[src/rtl/rvfi_trace_monitor.sv]
// Passive RVFI retirement-stream checker: order/PC continuity, x0 and
// operand consistency, mask legality and post-halt silence, as sticky flags.
module rvfi_trace_monitor #(
   parameter logic [31:0] RESET_PC   = 32'h0000_0000,
   parameter int          CHECK_REGS = 1
) (
   input  logic        clk_i,
   input  logic        rst_i,
   input  logic        rvfi_valid,
   input  logic [63:0] rvfi_order,
   input  logic [31:0] rvfi_insn,
   input  logic        rvfi_trap,
   input  logic        rvfi_halt,
   input  logic [4:0]  rvfi_rs1_addr,
   input  logic [4:0]  rvfi_rs2_addr,
   input  logic [31:0] rvfi_rs1_rdata,
   input  logic [31:0] rvfi_rs2_rdata,
   input  logic [4:0]  rvfi_rd_addr,
   input  logic [31:0] rvfi_rd_wdata,
   input  logic [31:0] rvfi_pc_rdata,
   input  logic [31:0] rvfi_pc_wdata,
   input  logic [31:0] rvfi_mem_addr,
   input  logic [3:0]  rvfi_mem_rmask,
   input  logic [3:0]  rvfi_mem_wmask,
   output logic        mon_err_o,
   output logic [7:0]  mon_err_flags_o,
   output logic [63:0] mon_first_err_order_o,
   output logic [63:0] mon_retired_o,
   output logic        mon_halted_o
);

   logic [63:0] exp_order_q, exp_order_d;
   logic [31:0] exp_pc_q, exp_pc_d;
   logic [63:0] retired_q, retired_d;
   logic [63:0] first_q, first_d;
   logic [7:0]  flags_q, flags_d;
   logic        halted_q, halted_d;
   logic [31:0] svld_q, svld_d;
   logic [31:0] shadow_q [32];

   logic [7:0]  new_flags;
   logic        rs1_bad, rs2_bad;
   logic        shadow_we;

   // Debug-only fields; kept on the port list for trace completeness.
   logic unused_ok;
   assign unused_ok = ^{rvfi_insn, rvfi_mem_addr};

   // Operands compare against pre-update shadow contents.
   always_comb begin
      rs1_bad = 1'b0;
      rs2_bad = 1'b0;
      if (CHECK_REGS != 0) begin
         if (rvfi_rs1_addr == 5'd0)
            rs1_bad = rvfi_rs1_rdata != 32'd0;
         else
            rs1_bad = svld_q[rvfi_rs1_addr] &&
                      (shadow_q[rvfi_rs1_addr] != rvfi_rs1_rdata);
         if (rvfi_rs2_addr == 5'd0)
            rs2_bad = rvfi_rs2_rdata != 32'd0;
         else
            rs2_bad = svld_q[rvfi_rs2_addr] &&
                      (shadow_q[rvfi_rs2_addr] != rvfi_rs2_rdata);
      end
   end

   always_comb begin
      new_flags    = 8'h00;
      new_flags[0] = rvfi_order != exp_order_q;
      new_flags[1] = rvfi_pc_rdata != exp_pc_q;
      new_flags[2] = (rvfi_rd_addr == 5'd0) && (rvfi_rd_wdata != 32'd0);
      new_flags[3] = rs1_bad;
      new_flags[4] = rs2_bad;
      new_flags[5] = (|rvfi_mem_rmask) && (|rvfi_mem_wmask);
      new_flags[6] = halted_q;
      new_flags[7] = !rvfi_trap && (rvfi_pc_wdata[1:0] != 2'b00);
   end

   assign shadow_we = (CHECK_REGS != 0) && rvfi_valid && !rvfi_trap &&
                      (rvfi_rd_addr != 5'd0);

   always_comb begin
      exp_order_d = exp_order_q;
      exp_pc_d    = exp_pc_q;
      retired_d   = retired_q;
      first_d     = first_q;
      flags_d     = flags_q;
      halted_d    = halted_q;
      svld_d      = svld_q;
      if (rvfi_valid) begin
         exp_order_d = exp_order_q + 64'd1;
         exp_pc_d    = rvfi_pc_wdata;
         retired_d   = retired_q + 64'd1;
         flags_d     = flags_q | new_flags;
         halted_d    = halted_q | rvfi_halt;
         if ((flags_q == 8'h00) && (new_flags != 8'h00))
            first_d = rvfi_order;
         if (shadow_we)
            svld_d[rvfi_rd_addr] = 1'b1;
      end
   end

   always_ff @(posedge clk_i or posedge rst_i) begin
      if (rst_i) begin
         exp_order_q <= 64'd0;
         exp_pc_q    <= RESET_PC;
         retired_q   <= 64'd0;
         first_q     <= 64'd0;
         flags_q     <= 8'h00;
         halted_q    <= 1'b0;
         svld_q      <= 32'd0;
      end else begin
         exp_order_q <= exp_order_d;
         exp_pc_q    <= exp_pc_d;
         retired_q   <= retired_d;
         first_q     <= first_d;
         flags_q     <= flags_d;
         halted_q    <= halted_d;
         svld_q      <= svld_d;
      end
   end

   // Data needs no reset: entries are gated by their valid bits.
   always_ff @(posedge clk_i) begin
      if (shadow_we)
         shadow_q[rvfi_rd_addr] <= rvfi_rd_wdata;
   end

   assign mon_err_o             = |flags_q;
   assign mon_err_flags_o       = flags_q;
   assign mon_first_err_order_o = first_q;
   assign mon_retired_o         = retired_q;
   assign mon_halted_o          = halted_q;

endmodule

[config.mk]
export PLATFORM = sky130hd
export DESIGN_NAME = rvfi_trace_monitor
export DESIGN_NICKNAME = d
export VERILOG_FILES = /design/src/rtl/rvfi_trace_monitor.sv
export SDC_FILE = /design/constraint.sdc
export NUM_CORES = 2
export LEC_CHECK = 0
export BUFFER_PORTS_ARGS = -buffer_cell sky130_fd_sc_hd__buf_4
export CORE_MARGIN = 5
export CORE_UTILIZATION = 61
export DETAILED_ROUTE_END_ITERATION = 8
export HOLD_SLACK_MARGIN = 0.1
export PLACE_DENSITY = 0.78
export SLEW_MARGIN = 25
export SYNTH_ARGS = -nofsm -noshare
export SYNTH_HDL_FRONTEND = slang
export SYNTH_SLANG_ARGS = --single-unit
[constraint.sdc]
create_clock -name clk_i -period 11 [get_ports clk_i]
set_input_delay 0.55 -clock clk_i [delete_from_list [all_inputs] [get_ports clk_i]]
set_output_delay 0.55 -clock clk_i [all_outputs]
set_load 0.1 [all_outputs]
# Word level (Yosys, flattened, before mapping)

Memories as Yosys holds them, arrays and structs flattened.
Cells that the tools add are included.

Memory bits (read-only): 0
Memories: 1
Word-level logic and storage cells: 56
Latch bits: 0
Output and inout port bits: 138
RAM bits: 1024
Bits in registers: 265

Equality and inequality tests: 4
Order comparisons: 4
Shift-type cells: 0
Add/subtract/negate cells: 2
Multiplexer cells: 10
Reductions and logical operators: 25
Divide/modulo/power cells: 0
Bitwise gates (word level): 3
Multiply operators: 0

Memories:

| name     | depth | bits a word | rd ports | clocked after Yosys merged registers in | wr ports | line | source |
|---|---|---|---|---|---|---|---|
| shadow_q | 32    | 32          | 2        | 0                                       | 1        | 39   | `logic [31:0] shadow_q [32];` |

Operators with widths:

| operator                                                           | count |
|---|---|
| adder 64 x 1 -> 64 bit (second input constant)                     | 2 |
| != test 32 bit                                                     | 3 |
| nonzero test 32 bit                                                | 3 |
| != test 64 bit                                                     | 1 |
| OR 32 bit                                                          | 1 |
| less-than comparator 5 x 6 -> 1 bit (second input constant)        | 3 |
| logical NOT 5 bit                                                  | 3 |
| binary-select mux 1 bit (select 5 bit)                             | 2 |
| logical AND 1 bit                                                  | 9 |
| logical NOT 8 bit                                                  | 1 |
| OR 8 bit                                                           | 1 |
| nonzero test 8 bit                                                 | 1 |
| OR reduction 4 bit                                                 | 2 |
| OR reduction 8 bit                                                 | 1 |
| two-way mux 1 bit                                                  | 7 |
| demux 1 bit (select 5 bit)                                         | 1 |
| greater-or-equal comparator 5 x 1 -> 1 bit (second input constant) | 1 |
| nonzero test 5 bit                                                 | 1 |
| AND reduction 2 bit                                                | 2 |
| nonzero test 2 bit                                                 | 1 |
| logical NOT 1 bit                                                  | 1 |
| OR 1 bit                                                           | 1 |

# Longest topological paths before layout

Depth in word-level cells: 7
Mapped depth: 20
Gate-level depth less buffers: 10

# Worst setup path before layout

Ideal clock, no wire load.

Path type: input to register
Start point: input port rvfi_rs2_addr[1]
End point: register first_q[10], in the netlist mon_first_err_order_o[10]
Data arrival time: 4.044 ns
Setup time: 0.083 ns
Cell stages on the path: 14
Path buffers: 5
Path slack: 6.872 ns
Cells stage by stage: clkbuf_1 > clkbuf_1 > buf_1 > buf_1 > mux4_2 > a22oi_1 > o211ai_1 > xor2_1 > a2111oi_0 > nand4_1 > o311ai_2 > clkbuf_1 > nand2_1 > o22ai_1

Cells in the longest elaborated chain, start to end: 7
Elaborated cells between the ends (all ways): 10
Classes of those cells: eq/ne: 1; mux: 3; reduce/logical: 5; memory: 1

Ends and longest elaborated chain:

| what                                                                                | line   | source |
|---|---|---|
| start, declared                                                                     | 15     | `input logic [4:0] rvfi_rs2_addr,` |
| memory read (32 x 32 bit) or binary-select mux 1 bit (select 5 bit) (tied branches) | --     |  |
| != test 32 bit or two-way mux 1 bit (tied branches)                                 | 63, 62 |  |
| logical AND 1 bit                                                                   | 62     | `rs2_bad = svld_q[rvfi_rs2_addr] &&` |
| two-way mux 1 bit *                                                                 | 59     | `if (rvfi_rs2_addr == 5'd0)` |
| nonzero test 8 bit *                                                                | 96     | `if ((flags_q == 8'h00) && (new_flags != 8'h00))` |
| logical AND 1 bit *                                                                 | 96     |  |
| AND reduction 2 bit (no line) *                                                     | --     |  |
| end signal, assigned                                                                | 116    | `first_q <= first_d;` |
| end, declared                                                                       | 35     | `logic [63:0] first_q, first_d;` |

Mark *: on every way between the ends. The rest lies on a longest branch, timed or not. The select of a mux whose other input is x is not followed.
A chain may end at the register's enable or synchronous reset.

# Final worst setup path

Start point: input port rvfi_rs2_addr[0]
End point: register first_q[46], in the netlist mon_first_err_order_o[46]

Same word-level chain as after synthesis.

==> results.sh <==
export IMPL_avgViaCountPerCell=7.34
export IMPL_endpoint_kind="flop"
export IMPL_post_place_ws_ns=4.48
export IMPL_slowest_delay_ns=0.79
export IMPL_max_cap_violations=0
export IMPL_p_leak_uw=0.0255
export IMPL_final_antenna_net_count=0
export IMPL_path_class="in2reg"
export IMPL_drc=11
export IMPL_avgSynthCellArea_um2=15.6
export IMPL_synthXorXnorAreaFrac_pct=3.92
export IMPL_max_freq_ghz=0.166
export IMPL_cts_setup_buffers=0
export IMPL_gr_usage_met3_pct=14.4
export IMPL_fin_nets=4703
export IMPL_violations="design-rule violations"
export IMPL_netlist_instances=3886
export IMPL_first_pass_iters=9
export IMPL_dp_cells=5437
export IMPL_io_pins=454
export IMPL_start_util_pct=61.6
export IMPL_cts_inserted_buffers=139
export IMPL_cts_sinks=1288
export IMPL_drive_gt1_share_pct=25.6
export IMPL_dp_hpwl_mm=118
export IMPL_cp_required_ns=11.58
export IMPL_cpMostUsedCell="buf_4"
export IMPL_relSlewSlack_pct=20.7
export IMPL_vias=42470
export IMPL_synth_top_family_by_area="multiplexers"
export IMPL_grt_pass1_vias=41725
export IMPL_antenna_found_initial=14
export IMPL_cts_tree="built"
export IMPL_clk_pin_slew_worst_paths_ns=0.06
export IMPL_hold_class="in2reg"
export IMPL_async_reset_ff_share_pct=20.5
export IMPL_place_congestion=0.949
export IMPL_final_common_cell="edfxtp_1"
export IMPL_finClkSkew_ns=0.0270
export IMPL_slew_viol_final=0
export IMPL_core_um2=98700
export IMPL_io_buffers=389
export IMPL_grt_overflow_total=0
export IMPL_use_met2_pct=56.3
export IMPL_worst_pin_slew_ns=1.18
export IMPL_worstSetupStartpointType="input pin"
export IMPL_grt_busiest_layer="met2"
export IMPL_finalSetupViolCount=0
export IMPL_path_max_fanout=64
export IMPL_insertion_delay_ns=0.76
export IMPL_synth_seq_cells=1288
export IMPL_fin_ws_ns=4.97
export IMPL_use_met1_pct=47.1
export IMPL_synth_distinct_cells=63
export IMPL_most_common_layout_cells="edfxtp_1, buf_4, mux2i_1, mux4_2, dfrtp_1"
export IMPL_ir_worst_vdd_mv=0.150
export IMPL_post_drt_wl_per_cell_um=35.1
export IMPL_area_delta_synth_final_pct=16.1
export IMPL_synth_edf_count=1024
export IMPL_synthAdderAreaFrac_pct=0.0412
export IMPL_p_per_area_nw_per_um2=160
export IMPL_globalRouteTotalUtil_pct=37.6
export IMPL_final_fill_count=6113
export IMPL_netlist_area_um2=60800
export IMPL_ys_seq_area_share_pct=61.5
export IMPL_final_cells=5785
export IMPL_setup_tns_ns=0
export IMPL_synthMuxAreaShare_pct=20.5
export IMPL_arrival_ns=6.61
export IMPL_synth_main_ff_cell="edfxtp_1"
export IMPL_die_w_um=326
export IMPL_cts_root_buf="clkbuf_16"
export IMPL_hold_viol_final=0
export IMPL_die_area_um2=106000
export IMPL_dieHeight_um=326
export IMPL_rsz0062_at_grt="no"
export IMPL_synth_compound_area_share_pct=5.50
export IMPL_path_cells="buf_8 -> buf_4 -> buf_4 -> mux4_2 -> nor2_1 -> o32ai_1 -> a21oi_1 -> xnor2_1 -> nor4_1 -> nand4_1 -> nor3_1 -> a2bb2oi_4 -> buf_4 -> o22ai_1"
export IMPL_rows=115
export IMPL_post_route_period_util_pct=54.8
export IMPL_period_needed_ns=6.03
export IMPL_cpMaxStageDelayCell="buf_4"
export IMPL_synth_warning_count=0
export IMPL_clk_path_buf_depth=3
export IMPL_drt_iter0_markers=6770
export IMPL_wirelength_mm=203
export IMPL_grt_max_degree=129
export IMPL_grt_pass1_wl_mm=288
export IMPL_yosys_area_share_simple_pct=6.38
export IMPL_status="finished with violations"
export IMPL_cts_max_level=4
## cells by family (layout without fill, tap and decap cells)
kind of cell | count (synthesis) | count (layout)
DFF | 1288 | 1288
adders and majority gates | 2 | 2
xor gates and xnor gates | 272 | 272
buffers and inverters | 267 | 838
other | 1 | 42
muxes | 812 | 812
and+or+nand+nor | 776 | 776
AOI/OAI and AO/OA | 468 | 468
## per-stage QoR
step / total power [uW] / util [%] / instance area [um2] / hold WS [ns]
finish: 11300 / 71.5 / 70500 / 0.139
global route: 11600 / 71.4 / 70500 / 0.115
CTS: 11300 / 71.4 / 70500 / 0.107
detailed placement: 6820 / 66.1 / 65200 / 0.458
global placement: 6800 / 66.1 / 65200 / 0.459
floorplan: 6350 / - / 60900 / 0.452
## what timing repair did
action                                 in CTS  in global routing
gates resized for setup                     0                  0
hold buffers                               94                  0
endpoints found under the hold margin     221                  0
## per-layer routing
metal / up-vias / routed length [um]
met5: - / 58
met3: 941 / 31500
li1: 16597 / -
met2: 3861 / 90400
met1: 21063 / 66300
met4: 8 / 15000
## final timing paths
kind	startpoint	to	slack, ns	cells past startpoint
hold / removal	rvfi_order[26]	mon_first_err_order_o[26]	0.14	3
min in group asynchronous	rst_i	mon_retired_o[38]	0.55	3
setup reg to reg	shadow_q[3][28]	mon_first_err_order_o[46]	6.05	11
max in group asynchronous	rst_i	mon_first_err_order_o[30]	8.08	5
hold reg to reg	mon_retired_o[63]	mon_retired_o[63]	0.46	1
setup / recovery	rvfi_rs2_addr[0]	mon_first_err_order_o[46]	4.97	14
## area by class of cell
cell class | count | area [um2] | area share [%]
Antenna cell | 10 | 25.0 | 0.0355
Clock buffer | 184 | 3740 | 5.30
Clock inverter | 60 | 599 | 0.850
Inverter | 22 | 90.1 | 0.128
Multi-Input combinational cell | 2362 | 22500 | 31.9
Sequential cell | 1288 | 37400 | 53.0
Tap cell | 1287 | 1610 | 2.28
Timing Repair Buffer | 572 | 4590 | 6.50
## worst max-delay path, delay by kind of cell
| family | cells | cell delay [ns] |
|---|---|---|
| mux | 1 | 0.58 |
| compound gates | 4 | 1.23 |
| buf+inv | 4 | 2.37 |
| xor+xnor | 1 | 0.16 |
| simple gates | 4 | 1.54 |
## report_power, final
group          internal, uW  total (uW)  switching, uW
Sequential             5370        5460           87.9
Combinational           493        1330            842
Clock                  2590        4520           1930
Total                  8460       11300           2860
## Yosys cell counts, types with 90 or more instances
master / n / share of area [%]
dfrtp_1: 264 / 11
xnor2_1: 214 / 3.1
nand2_1: 235 / 1.5
nor2_1: 107 / 0.66
mux2i_1: 421 / 6.9
clkbuf_1: 113 / 0.70
edfxtp_1: 1024 / 51
nand4_1: 90 / 0.93
mux4_2: 340 / 13
a22oi_1: 206 / 2.5
o22ai_1: 103 / 1.1
nand3_1: 127 / 1.0
## registers in the layout, summed over array words and instances (netlist names)
name / cells
exp_order_q: 64
svld_q: 31
mon_err_flags_o: 8
mon_retired_o: 64
mon_halted_o: 1
exp_pc_q: 32
shadow_q: 1024
mon_first_err_order_o: 64
No activity file was read; power rests on OpenSTA's default activity.
